`src/rtl/updown_seq_pkg.sv`:
```
// Shared types and constants for the up/down count sequencer.
package updown_seq_pkg;

  typedef enum logic [1:0] {
    IDLE = 2'd0,
    RUN  = 2'd1,
    DONE = 2'd2
  } state_t;

  localparam logic        DIR_UP   = 1'b1;
  localparam logic        DIR_DOWN = 1'b0;
  localparam int unsigned MIN_MOD  = 2;

endpackage

```
`src/rtl/updown_count_sequencer_mod_step.sv`:
```
// One modulo step of the counter: next value and rollover flag for a given direction.
module mod_step
  import updown_seq_pkg::*;
#(
  parameter int unsigned WIDTH = 4
) (
  input  logic [WIDTH-1:0] count,
  input  logic [WIDTH-1:0] modulus,
  input  logic             dir,
  output logic [WIDTH-1:0] next_count,
  output logic             rollover
);

  logic [WIDTH-1:0] top_val;

  assign top_val = modulus - WIDTH'(1);

  always_comb begin
    next_count = count;
    rollover   = 1'b0;
    if (dir == DIR_UP) begin
      rollover   = (count == top_val);
      next_count = rollover ? '0 : count + WIDTH'(1);
    end else begin
      rollover   = (count == '0);
      next_count = rollover ? top_val : count - WIDTH'(1);
    end
  end

endmodule

```
`src/rtl/updown_count_sequencer.sv`:
```
// Command-driven modulo up/down counter with wrap counting, completion and reject pulses.
module updown_count_sequencer
  import updown_seq_pkg::*;
#(
  parameter int unsigned WIDTH = 4,
  parameter int unsigned WRAPW = 8
) (
  input  logic             clk,
  input  logic             reset,
  input  logic             cmd_valid,
  output logic             cmd_ready,
  input  logic             cmd_dir,
  input  logic [WIDTH-1:0] cmd_mod,
  input  logic [WRAPW-1:0] cmd_wraps,
  input  logic             tick,
  input  logic             hold,
  input  logic             abort,
  output logic [WIDTH-1:0] count,
  output logic             busy,
  output logic             wrap,
  output logic [WRAPW-1:0] wrap_cnt,
  output logic             done,
  output logic             err
);

  state_t           state_q, state_d;
  logic [WIDTH-1:0] count_q, count_d;
  logic [WRAPW-1:0] wrap_cnt_q, wrap_cnt_d;
  logic [WIDTH-1:0] mod_q, mod_d;
  logic [WRAPW-1:0] n_q, n_d;
  logic             dir_q, dir_d;
  logic             wrap_q, wrap_d;
  logic             done_q, done_d;
  logic             err_q, err_d;
  logic             busy_q, busy_d;
  logic             ready_q, ready_d;

  logic [WIDTH-1:0] step_count;
  logic             step_roll;
  logic [WRAPW-1:0] wrap_inc;

  mod_step #(.WIDTH(WIDTH)) u_step (
    .count      (count_q),
    .modulus    (mod_q),
    .dir        (dir_q),
    .next_count (step_count),
    .rollover   (step_roll)
  );

  assign wrap_inc = (wrap_cnt_q == '1) ? wrap_cnt_q : wrap_cnt_q + WRAPW'(1);

  always_comb begin
    state_d    = state_q;
    count_d    = count_q;
    wrap_cnt_d = wrap_cnt_q;
    mod_d      = mod_q;
    n_d        = n_q;
    dir_d      = dir_q;
    wrap_d     = 1'b0;
    done_d     = 1'b0;
    err_d      = 1'b0;

    case (state_q)
      IDLE: begin
        if (cmd_valid && ready_q) begin
          if (cmd_mod < WIDTH'(MIN_MOD)) begin
            err_d = 1'b1;
          end else begin
            mod_d      = cmd_mod;
            n_d        = cmd_wraps;
            dir_d      = cmd_dir;
            count_d    = (cmd_dir == DIR_UP) ? '0 : cmd_mod - WIDTH'(1);
            wrap_cnt_d = '0;
            state_d    = RUN;
          end
        end
      end
      RUN: begin
        if (abort) begin
          state_d = IDLE;
        end else if (tick && !hold) begin
          count_d = step_count;
          if (step_roll) begin
            wrap_d     = 1'b1;
            wrap_cnt_d = wrap_inc;
            if (n_q != '0 && wrap_inc == n_q) state_d = DONE;
          end
        end
      end
      DONE: begin
        done_d  = 1'b1;
        state_d = IDLE;
      end
      default: state_d = IDLE;
    endcase

    // Status flags are registered from the next state so they line up with it.
    busy_d  = (state_d == RUN);
    ready_d = (state_d == IDLE);
  end

  always_ff @(posedge clk) begin
    if (reset) begin
      state_q    <= IDLE;
      count_q    <= '0;
      wrap_cnt_q <= '0;
      mod_q      <= '0;
      n_q        <= '0;
      dir_q      <= DIR_UP;
      wrap_q     <= 1'b0;
      done_q     <= 1'b0;
      err_q      <= 1'b0;
      busy_q     <= 1'b0;
      ready_q    <= 1'b1;
    end else begin
      state_q    <= state_d;
      count_q    <= count_d;
      wrap_cnt_q <= wrap_cnt_d;
      mod_q      <= mod_d;
      n_q        <= n_d;
      dir_q      <= dir_d;
      wrap_q     <= wrap_d;
      done_q     <= done_d;
      err_q      <= err_d;
      busy_q     <= busy_d;
      ready_q    <= ready_d;
    end
  end

  assign cmd_ready = ready_q;
  assign count     = count_q;
  assign busy      = busy_q;
  assign wrap      = wrap_q;
  assign wrap_cnt  = wrap_cnt_q;
  assign done      = done_q;
  assign err       = err_q;

endmodule

```
`config.mk`:
```
export PLATFORM = sky130hd
export DESIGN_NAME = updown_count_sequencer
export DESIGN_NICKNAME = d
export VERILOG_FILES = /design/src/rtl/updown_seq_pkg.sv /design/src/rtl/updown_count_sequencer_mod_step.sv /design/src/rtl/updown_count_sequencer.sv
export SDC_FILE = /design/constraint.sdc
export NUM_CORES = 1
export LEC_CHECK = 0
export ABC_AREA = 1
export CAP_MARGIN = 5
export CORE_ASPECT_RATIO = 1.75
export CORE_MARGIN = 3
export CORE_UTILIZATION = 65
export DETAILED_ROUTE_END_ITERATION = 6
export DONT_BUFFER_PORTS = 1
export GPL_TIMING_DRIVEN = 0
export PLACE_DENSITY = 0.91
export SYNTH_ARGS = -nofsm -noshare
export SYNTH_HDL_FRONTEND = slang
export SYNTH_HIERARCHICAL = 1
export SYNTH_SLANG_ARGS = --single-unit
```
`constraint.sdc`:
```
create_clock -name clk -period 3.45 [get_ports clk]
set_input_delay 0.69 -clock clk [delete_from_list [all_inputs] [get_ports clk]]
set_output_delay 0.69 -clock clk [all_outputs]
set_load 0.02 [all_outputs]
```
# After elaboration in Yosys (flattened, before gate mapping)
# Index checks and enable logic that the tools add are counted.
[word_totals]
reg_bits = 32
output_inout_bits = 17
wordCells = 74
[op_classes]
muxes = 27
n_eq_ne = 11
n_lt_le_gt_ge = 1
add_sub_neg = 5
n_bitwise = 5
reduce_logical = 14
[ops]
columns = ["op", "n"]
rows = [
  ["8-bit two-way mux", 6],
  ["4-bit two-way mux", 8],
  ["8-bit case mux with 2 select lines", 1],
  ["2-bit two-way mux", 6],
  ["4-bit by 1-bit subtractor with 4-bit output, second input constant", 3],
  ["2-bit inequality test, second input constant", 5],
  ["8-bit by 1-bit adder with 8-bit output, second input constant", 1],
  ["8-bit == test", 1],
  ["8-bit == test, second input constant", 1],
  ["4-bit case mux with 2 select lines", 1],
  ["8-bit nonzero test", 1],
  ["6-bit AND reduction", 1],
  ["1-bit inverter", 5],
  ["5-bit AND reduction", 1],
  ["4-bit by 1-bit adder with 4-bit output, second input constant", 1],
  ["2-bit by 1-bit == test with 1-bit output, second input constant", 2],
  ["4-bit == test", 1],
  ["2-bit zero test", 2],
  ["4-bit zero test", 1],
  ["4-bit by 2-bit less-than comparator with 1-bit output, second input constant", 1],
  ["1-bit two-way mux", 4],
  ["2-bit case mux with 2 select lines", 1],
  ["4-bit OR reduction", 1],
  ["1-bit logical AND", 3],
  ["5 further kinds", 5],
]

# Logic depth before layout (Yosys ltp)
# Gate-level depths: netlist (run 1).
[logic_depth]
word_depth = 10
ltp_mapped = 19
depth_no_buf = 19

# Modules after synthesis
# The synthesis (run 1) kept the hierarchy.
[by_module_without_submodules]
columns = ["module", "instances", "area_each_um2", "cells_per_inst"]
rows = [
  ["updown_count_sequencer", 1, 1662.8, 246],
  ["mod_step", 1, 362.8, 72],
]

# Worst setup path before layout (run 1)
# Ideal clock, no wire load.
[synth_timing]
kind = "register to register"
from = "register mod_q[0]"
to = "register wrap_cnt_q[0], in the netlist wrap_cnt[0]"
n_path_buf = 0
arrival_ns = 1.959
setup_slack_ns = 1.421
setup_ns = 0.070
path_stages_with_launch = 14
path_cell_list = "dfxtp_1 inv_1 ha_1 xor2_2 nand2_1 nor2_2 nand3_1 nand2_1 nand2_1 o21ai_0 o211ai_1 nor2_1 nand3_1 a21oi_1"
[synth_between]
elab_chain_cells = 5
[synth_rtl]
columns = ["item", "line", "rtl"]
rows = [
  ["start, declared", "updown_count_sequencer.sv:29", "logic [WIDTH-1:0] mod_q, mod_d;"],
  ["start signal, assigned", "updown_count_sequencer.sv:119", "mod_q <= mod_d;"],
  ["4-bit by 1-bit subtractor with 4-bit output", "updown_count_sequencer_mod_step.sv:16", "assign top_val = modulus - WIDTH'(1);"],
  ["4-bit == test", "updown_count_sequencer_mod_step.sv:22", "rollover = (count == top_val);"],
  ["1-bit two-way mux", "updown_count_sequencer_mod_step.sv:21", "if (dir == DIR_UP) begin"],
  ["via step_roll", "updown_count_sequencer.sv:39", "logic step_roll;"],
  ["2-bit inequality test (no source line)", "n/a", ""],
  ["6-bit AND reduction (no source line)", "n/a", ""],
  ["end signal, assigned", "updown_count_sequencer.sv:118", "wrap_cnt_q <= wrap_cnt_d;"],
  ["end, declared", "updown_count_sequencer.sv:28", "logic [WRAPW-1:0] wrap_cnt_q, wrap_cnt_d;"],
]
# The timed path passes the listed nets, and every way through them passes these cells.
# A chain may end at the register's enable or synchronous reset.

# Worst setup path after layout (run 1)
[layout_timing]
from = "register mod_q[0]"
to = "register wrap_cnt_q[2], in the netlist wrap_cnt[2]"
# Same word-level chain as after synthesis.

==> metrics.yaml, run 1 <==
clocking:
  clkTransAtPathRegs_ps: 70
  clkSinkCount: 32
  cts_buffer_depth: 2
  clk_latency_ps: 290
  ctsResizeCount: 0
  cts_made_buffers: 5
  htreeDepth: 2
  cts_tree: "yes"
  holdBufCountCts: 0
  post_cts_buffers: 0
  root_buffer: "clkbuf_8"
timing:
  finClkSkew_ps: 8.854
  min_period_over_period_pct: 72.13
  setup_viol_count_final: 0
  fin_setup_tns_ps: 0
  layout_min_cycle_time_ps: 2488
  whs_ps: 503.5
  drv_slew: 0
  max_freq_mhz: 401.9
  hold_viol_final: 0
  tightest_slew_ps: 650.4
  slew_headroom_pct: 56.55
  rsz0062_at_grt: "no"
routing:
  firstDrtPassIters: 5
  drt-initial-drc-count: 89
  wire_per_inst_microns: 14.28
  route.vias.total: 2073
  vias_per_cell: 5.633
  routed_wl_mm: 5.255
  ant_nets: 0
  drcViolationCount: 0
placement:
  dpl-instance-area_sq_um: 2078
  io_buffers: 0
  gp_congestion: 0.9197
  place_hpwl_mm: 3.997
worst_setup_path:
  crit_arrival_ps: 2710
  crit_fanout: 8
  startpoint_type: "flop"
  reg2reg_depth: 13
  crit_type: "reg -> reg"
  crit_required_ps: 3670
  end_kind: "flop"
final_layout:
  syn2layout_area_growth_pct: 8.091
  layout_commonest_cell: "nand2_1"
  drive_above_1_share_pct: 8.896
  n_antenna_cell: 0
  nets: 349
  layout_common_cells: "nand2_1 (89), inv_1 (42), dfxtp_1 (32), nand3_1 (31)"
  final_area_sq_um: 2190
global_route:
  globalRouteOverflowTotal: 0
  grt_first_pass_wirelength_mm: 8.493
  grt.total_usage_pct: 30.60
  grt_pass1_vias: 2049
  antenna_found_initial: 0
  grt_max_degree: 12
yosys:
  netlist_area_sq_um: 2026
  synth_top_area_share_pct: 31.62
  synth.area.top_cells: "dfxtp_1 (32%), nand2_1 (16%), inv_1 (7.8%), nand3_1 (7.7%), a21oi_1 (6.4%)"
  synth_nets: 342
  yosys_warnings: 6
  netlist_instances: 318
  ys_seq_elements: 32
  synth.distinct_cells: 27
  avgSynthCellArea_sq_um: 6.370
  yosysTopAreaCell: "dfxtp_1"
  ys_seq_area_share_pct: 31.62
outcome:
  status: "complete, no violations"
power_and_ir_drop:
  p_total_mw: 1.026
  ir_drop_mv: 0.3785
  p_leak_nw: 0.9757
  power_density_nw_per_um2: 468.4
floorplanning:
  dieHeight_microns: 79.85
  ios: 36
  core_sq_um: 2960
  die_x_microns: 48.20
  dieArea_sq_um: 3849
  fp-row-count: 26
  start_util_pct: 68.43
run:
  drv_cap: 0
worst_hold_path:
  hold_depth: 2
  hp-class: "reg -> reg"
[area by class of cell]
class | count | area, sq um
well taps | 42 | 52.55
fillers | 236 | 770.7
flip-flops and latches | 32 | 640.6
inverters | 44 | 165.2
clock buffers | 5 | 68.82
plain buffers | 6 | 30.03
multi-input cells | 236 | 1190
clock inverters | 3 | 42.54
[through the flow]
stage          util (%)  instances  setup WS, ps
2_1_floorplan         -        318          1421
3_3_place_gp      70.20        360          1083
3_5_place_dp      70.20        360          1015
4_1_cts           73.96        368         973.0
5_1_grt           73.96        368         665.9
6_report          73.96        368         961.6
[flip-flops by register name, indices dropped and copies added (netlist names)]
register,cells
done,1
busy,1
cmd_ready,1
n_q,8
err,1
wrap,1
dir_q,1
wrap_cnt,8
count,4
state_q,2
mod_q,4
[final timing paths]
check	start	to	slack, ps
setup / recovery	mod_q[0]	wrap_cnt[2]	960
hold / removal	n_q[1]	n_q[1]	500
setup reg to reg	mod_q[0]	wrap_cnt[2]	960
hold reg to reg	n_q[1]	n_q[1]	500
[critical path, stage by stage, from the launching register on]
cell and delay (ps):
dfxtp_1 380, inv_1 120, ha_1 360, xor2_2 130, nand2_1 70, nor2_2 150
nand3_1 90, nand2_1 110, nand2_1 60, o21ai_0 80, o211ai_1 120, nor2_1 450
nand2_1 130, a21oi_1 170
[logic make-up after synthesis]
family,count (synthesis),share of synthesized area [%]
xor+xnor,7,3.397
flops,32,31.62
buf+inv,50,9.636
simple gates,170,37.99
fa+ha+maj,5,3.088
compound gates,54,14.27
[synth_stat cells (all sizes together)]
| cell | n |
|---|---|
| nor3 | 3 |
| o21ai | 20 |
| dfxtp | 32 |
| ha | 5 |
| xor2 | 5 |
| xnor2 | 2 |
| a21oi | 26 |
| nand2 | 96 |
| and3 | 1 |
| inv | 44 |
| nor2 | 32 |
| o211ai | 3 |
| nand3 | 34 |
| nand4 | 4 |
| o21bai | 2 |
| buf | 1 |
| a211oi | 2 |
| a31oi | 1 |
| clkbuf | 5 |
[power by group]
group          total [mW]  internal, mW  switching (mW)
Clock               0.369         0.214           0.155
Sequential          0.436         0.394          0.0422
Combinational       0.220        0.0767           0.143
Total                1.03         0.685           0.341
[metal layers]
layer / wire length (microns) / track usage (%) / vias up
met5: 0 / 0 / -
met4: 178 / 17.79 / 0
met3: 352 / 10.61 / 21
met2: 2969 / 53.53 / 93
met1: 1756 / 27.50 / 925
li1: - / - / 1034
No activity file was read; power rests on OpenSTA's default activity.
==> run 2, diff against run 1 <==
CORE_UTILIZATION = 57   (was 65)
PLACE_DENSITY = 0.85   (was 0.91)
clock period = 2 ns   (was 3.45 ns; I/O delays follow)
==> run 2 against run 1 <==
Effect of this change:
- the flow now finishes with violations (negative setup slack)
- core utilization fell by 6.1 points
- critical path type unchanged
- die area is 13% higher
- register-to-register slack worse by 1000 ps
- via count up 3.5%
- flip-flop and latch count unchanged
- worst setup slack got worse by 1000 ps
- cell count is 1.9% higher
- highest routed layer unchanged
==> metrics.yaml, run 2 (synthesis gave the netlist of run 1 again) <==
worst_hold_path:
  hold_path_startpoint: "cmd_dir"
  hp-class: "in -> reg"
  hold_depth: 2
  whs_endpoint: "dir_q"
clocking:
  root_buffer: "clkbuf_8"
  clkTransAtPathRegs_ps: 70
  clk_latency_ps: 290
  cts_tree: "yes"
  cts_made_buffers: 5
  htreeDepth: 2
  cts_buffer_depth: 2
  clkSinkCount: 32
final_layout:
  multi_input_area_sq_um: 1262
  layout_commonest_cell: "nand2_1"
  n_antenna_cell: 0
  final_core_util_pct: 67.89
  syn2layout_area_growth_pct: 13.90
  layout_common_cells: "nand2_1 (86), inv_1 (40), nand3_1 (28), dfxtp_1 (25), a21oi_1 (24)"
  final-instance-count-excl-fill: 375
  nFillCells: 323
  regArea_sq_um: 649.4
  drive_above_1_share_pct: 17.27
  nets: 353
  final_area_sq_um: 2307
worst_setup_path:
  startpoint_type: "flop"
  crit_type: "reg -> reg"
  crit_required_ps: 2160
  end_kind: "flop"
  r2r-end: "busy"
  crit_arrival_ps: 2220
  crit_fanout: 2
  reg2reg_setup_slack_ps: -60
  reg2reg_depth: 16
  reg2reg_from: "mod_q[0]"
power_and_ir_drop:
  p_total_mw: 1.810
  ir_drop_mv: 0.4970
  swShare_pct: 33.33
  p_seq_share_pct: 41.8
  clkPwrFrac_pct: 34.6
  combPwrFrac_pct: 23.6
  p_sw_mw: 0.6034
  p_int_mw: 1.207
  p_leak_nw: 1.005
  power_density_nw_per_um2: 784.7
timing:
  rsz0062_at_grt: "yes"
  layout_min_cycle_time_ps: 2065
  setup_slack_ps: -64.99
  drv_slew: 0
  hold_viol_final: 0
  finClkSkew_ps: 8.055
  setup_viol_count_final: 10
  min_period_over_period_pct: 103.2
  slew_headroom_pct: 63.18
  tightest_slew_ps: 548.0
  max_freq_mhz: 484.3
global_route:
  grt_first_pass_wirelength_mm: 8.901
  globalRouteOverflowTotal: 0
  grt.total_usage_pct: 27.04
  grt_max_degree: 12
  antenna_found_initial: 0
  grt_pass1_vias: 2142
floorplanning:
  dieArea_sq_um: 4333
  dieHeight_microns: 84.86
  core_sq_um: 3398
  start_util_pct: 59.61
  fp-row-count: 28
  ios: 36
  die_x_microns: 51.07
routing:
  drcViolationCount: 0
  firstDrtPassIters: 5
  route.vias.total: 2146
  wire_per_inst_microns: 14.67
  ant_nets: 0
  vias_per_cell: 5.723
  drt-initial-drc-count: 81
  routed_wl_mm: 5.503
placement:
  dp_cells: 363
  place_hpwl_mm: 4.049
  io_buffers: 0
  gp_congestion: 0.8718
  dpl-instance-area_sq_um: 2085
outcome:
  status: "finished, violations left"
  violations: "negative setup slack"
run:
  drv_cap: 0
==> run 2: cell types whose count changed in the layout (fill, tap and decap cells not counted), sizes merged <==
cell	delta
buf	+4
==> run 2: stage by stage <==
step / setup slack, ps / hold slack [ps] / TNS (ps)
2_1_floorplan: 30.72 / 463.5 / 0
4_1_cts: -38.62 / 225.5 / -141.8
6_report: -64.99 / 231.8 / -503.0
3_5_place_dp: -310.2 / 485.8 / -3171
5_1_grt: -148.6 / 247.8 / -1362
3_3_place_gp: -285.6 / 479.8 / -2973
==> run 2: how the worst max path moves through the flow <==
| stage | startpoint | end | slack (ps) | depth (start not counted) |
|---|---|---|---|---|
| after floorplan | mod_q[0] | wrap_cnt[2] | 30 | 13 |
| after global placement | mod_q[0] | wrap_cnt[7] | -290 | 13 |
| after detailed placement | mod_q[0] | wrap_cnt[0] | -310 | 13 |
| after CTS | mod_q[0] | wrap_cnt[0] | -40 | 13 |
| after global routing | mod_q[1] | wrap_cnt[2] | -150 | 13 |
| final | mod_q[0] | busy | -60 | 16 |
==> run 2: routing by layer <==
layer / track usage [%] / up-vias / routed length [microns]
li1: - / 1043 / -
met1: 23.20 / 992 / 1866
met2: 52.06 / 85 / 3000
met3: 7.030 / 26 / 362
met4: 16.42 / 0 / 273
met5: 0 / - / 0
==> run 2: layout make-up <==
type,count,area share [%]
sequential,32,28.15
tap,45,2.440
buffer,6,1.302
timing repair buffer,4,1.302
multi-input combinational,236,54.72
inverter,44,7.267
clock inverter,3,1.844
clock buffer,5,2.983
==> run 2: critical path, cell delays in order, from the launching register on <==
cell and delay (ps):
dfxtp_2 380, inv_4 60, ha_4 270, xor2_2 120
nand2_1 70, nor2_2 160, nand3_2 90, nand2_2 100
nand2_2 70, nor2_2 90, nand2_1 50, inv_1 40
nand2_1 60, nor2_2 100, nand3_2 100, nand2_2 90
a21oi_1 60
==> run 2: power by group through the flow <==
stage                     Sequential, mW  Clock, mW  Combinational, mW
after floorplan                    0.750          0              0.300
after global placement             0.764          0              0.359
after detailed placement           0.766          0              0.372
after CTS                          0.754      0.630              0.404
after global routing               0.763      0.652              0.477
final                              0.756      0.626              0.428
==> run 2: timing repair <==
action / CTS / global route
hold buffers: 0 / 0
pin swaps: 19 / 11
gates resized for setup: 20 / 7
buffers inserted: 3 / 1
setup endpoints to repair: 11 / 11
==> run 3, diff against run 2 <==
PLACE_DENSITY = 0.81   (was 0.85)
==> run 3 against run 2 <==
Effect of this change:
- the flow still finishes with violations (negative setup slack)
- sequential share of layout area fell by 0.61 points
- non-clock buffer count increased by 6
- clock-buffer cell count did not move
- clock power increased by 1%
- final area is 3.2% higher
- sequential power hardly changed
- fmax grew 0.36%
- register-to-register slack hardly changed
- flip-flop and latch count is the same
- hold slack worse by 7.5 ps
- die area unchanged
- via count down 3.2%
==> metrics.yaml, run 3 (synthesis gave the netlist of run 1 again) <==
worst_setup_path:
  reg2reg_setup_slack_ps: -60
  crit_type: "reg -> reg"
  slowest_delay_ps: 370
  crit_chain: "inv_4, ha_4, xor2_2, nand2_1, nor2_2, buf_4, buf_4, buf_4, buf_4, buf_4, nand2_2, nand2_1, nand2_1, a211oi_1, nor2_1"
  crit_fanout: 4
  cp_num_buf_inv: 6
  startpoint_type: "flop"
  crit_arrival_ps: 2240
  reg2reg_from: "mod_q[0]"
  critical_path_depth: 15
  critPathLaunch: "mod_q[0]"
  end_kind: "flop"
  crit_required_ps: 2180
  reg2reg_depth: 15
  critPathMostFrequentCell: "buf_4"
  cp_top_family: "buffers and inverters"
  r2r-end: "count[2]"
  critPathCapture: "count[2]"
  cpMaxStageDelayCell: "dfxtp_4"
timing:
  hold_viol_final: 0
  setup_slack_ps: -57.64
  drv_slew: 0
  min_period_over_period_pct: 102.9
  tightest_slew_ps: 605.5
  whs_ps: 224.3
  rsz0062_at_grt: "yes"
  fin_setup_tns_ps: -312.5
  finClkSkew_ps: 7.261
  setup_viol_count_final: 12
  max_freq_mhz: 486.0
  slew_headroom_pct: 59.64
  layout_min_cycle_time_ps: 2058
final_layout:
  nFillCells: 305
  layout_common_cells: "nand2_1 (82), inv_1 (41), nand3_1 (28), dfxtp_1 (24), nor2_1 (23)"
  n_antenna_cell: 0
  drive_above_1_share_pct: 20.83
  final_area_sq_um: 2381
  final_core_util_pct: 70.07
  nets: 359
  multi_input_area_sq_um: 1285
  regArea_sq_um: 655.6
  layout_commonest_cell: "nand2_1"
  syn2layout_area_growth_pct: 17.54
run:
  drv_cap: 0
clocking:
  root_buffer: "clkbuf_8"
  cts_buffer_depth: 2
  cts_made_buffers: 5
  htreeDepth: 2
  holdBufCountCts: 0
  clk_latency_ps: 290
  cts_tree: "yes"
  clkSinkCount: 32
  clkTransAtPathRegs_ps: 70
global_route:
  grt_pass1_vias: 2116
  grt.total_usage_pct: 27.19
  globalRouteOverflowTotal: 0
  grt_first_pass_wirelength_mm: 9.045
  antenna_found_initial: 0
  grt_max_degree: 12
floorplanning:
  start_util_pct: 59.61
  dieArea_sq_um: 4333
  core_sq_um: 3398
  ios: 36
  fp-row-count: 28
  die_x_microns: 51.07
  dieHeight_microns: 84.86
routing:
  wire_per_inst_microns: 14.21
  routed_wl_mm: 5.415
  ant_nets: 0
  vias_per_cell: 5.454
  drcViolationCount: 0
  drt-initial-drc-count: 61
  firstDrtPassIters: 4
  route.vias.total: 2078
placement:
  io_buffers: 0
  gp_congestion: 0.8776
  place_hpwl_mm: 3.964
  dpl-instance-area_sq_um: 2085
worst_hold_path:
  hp-class: "in -> reg"
power_and_ir_drop:
  p_leak_nw: 1.041
  ir_drop_mv: 0.5346
  p_total_mw: 1.833
  power_density_nw_per_um2: 770.0
outcome:
  status: "finished, violations left"
  violations: "negative setup slack"
[run 3: routing by layer]
| metal | GRT usage [%] | part of all wire (%) | up-vias |
|---|---|---|---|
| met5 | 0 | 0 | - |
| met4 | 13.73 | 3.9 | 0 |
| met3 | 5.448 | 5.6 | 20 |
| met2 | 53.94 | 56 | 68 |
| met1 | 24.12 | 35 | 933 |
| li1 | - | - | 1057 |
[run 3: power by group]
| group | total (mW) | internal, mW | switching (mW) |
|---|---|---|---|
| Clock | 0.632 | 0.369 | 0.263 |
| Combinational | 0.446 | 0.172 | 0.274 |
| Sequential | 0.756 | 0.684 | 0.0723 |
| Total | 1.83 | 1.22 | 0.609 |
[run 3: final cells by class]
class | count | share of cell area, %
Buffer | 6 | 1.261
Clock buffer | 5 | 2.890
Clock inverter | 3 | 1.787
Inverter | 44 | 7.042
Multi-Input combinational cell | 236 | 53.97
Sequential cell | 32 | 27.54
Tap cell | 45 | 2.365
Timing Repair Buffer | 10 | 3.153
[run 3: worst register-to-register path, cell delays in order (launching register included)]
cell and delay (ps):
dfxtp_4 370, inv_4 40, ha_4 270, xor2_2 120, nand2_1 70, nor2_2 120, buf_4 120, buf_4 90
buf_4 90, buf_4 90, buf_4 100, nand2_2 70, nand2_1 60, nand2_1 60, a211oi_1 220, nor2_1 60
[run 3: how the worst min path moves through the flow]
stage / start / end / slack [ps] / cells after the start
finish: cmd_dir / dir_q / 220 / 2
global route: cmd_dir / dir_q / 230 / 2
CTS: cmd_dir / dir_q / 230 / 2
detailed placement: n_q[5] / n_q[5] / 490 / 2
global placement: mod_q[3] / mod_q[3] / 480 / 2
floorplan: n_q[7] / n_q[7] / 460 / 2
[run 3: through the flow]
step                      cells  setup WS (ps)
final                       381         -57.64
after global routing        381         -214.3
after CTS                   381         -8.204
after floorplan             318          30.72
after global placement      363         -309.5
after detailed placement    363         -335.2
[run 3: timing repair]
action	CTS	global route
setup endpoints to repair	11	15
buffers inserted	10	0
pin swaps	20	5
resized for setup	22	14
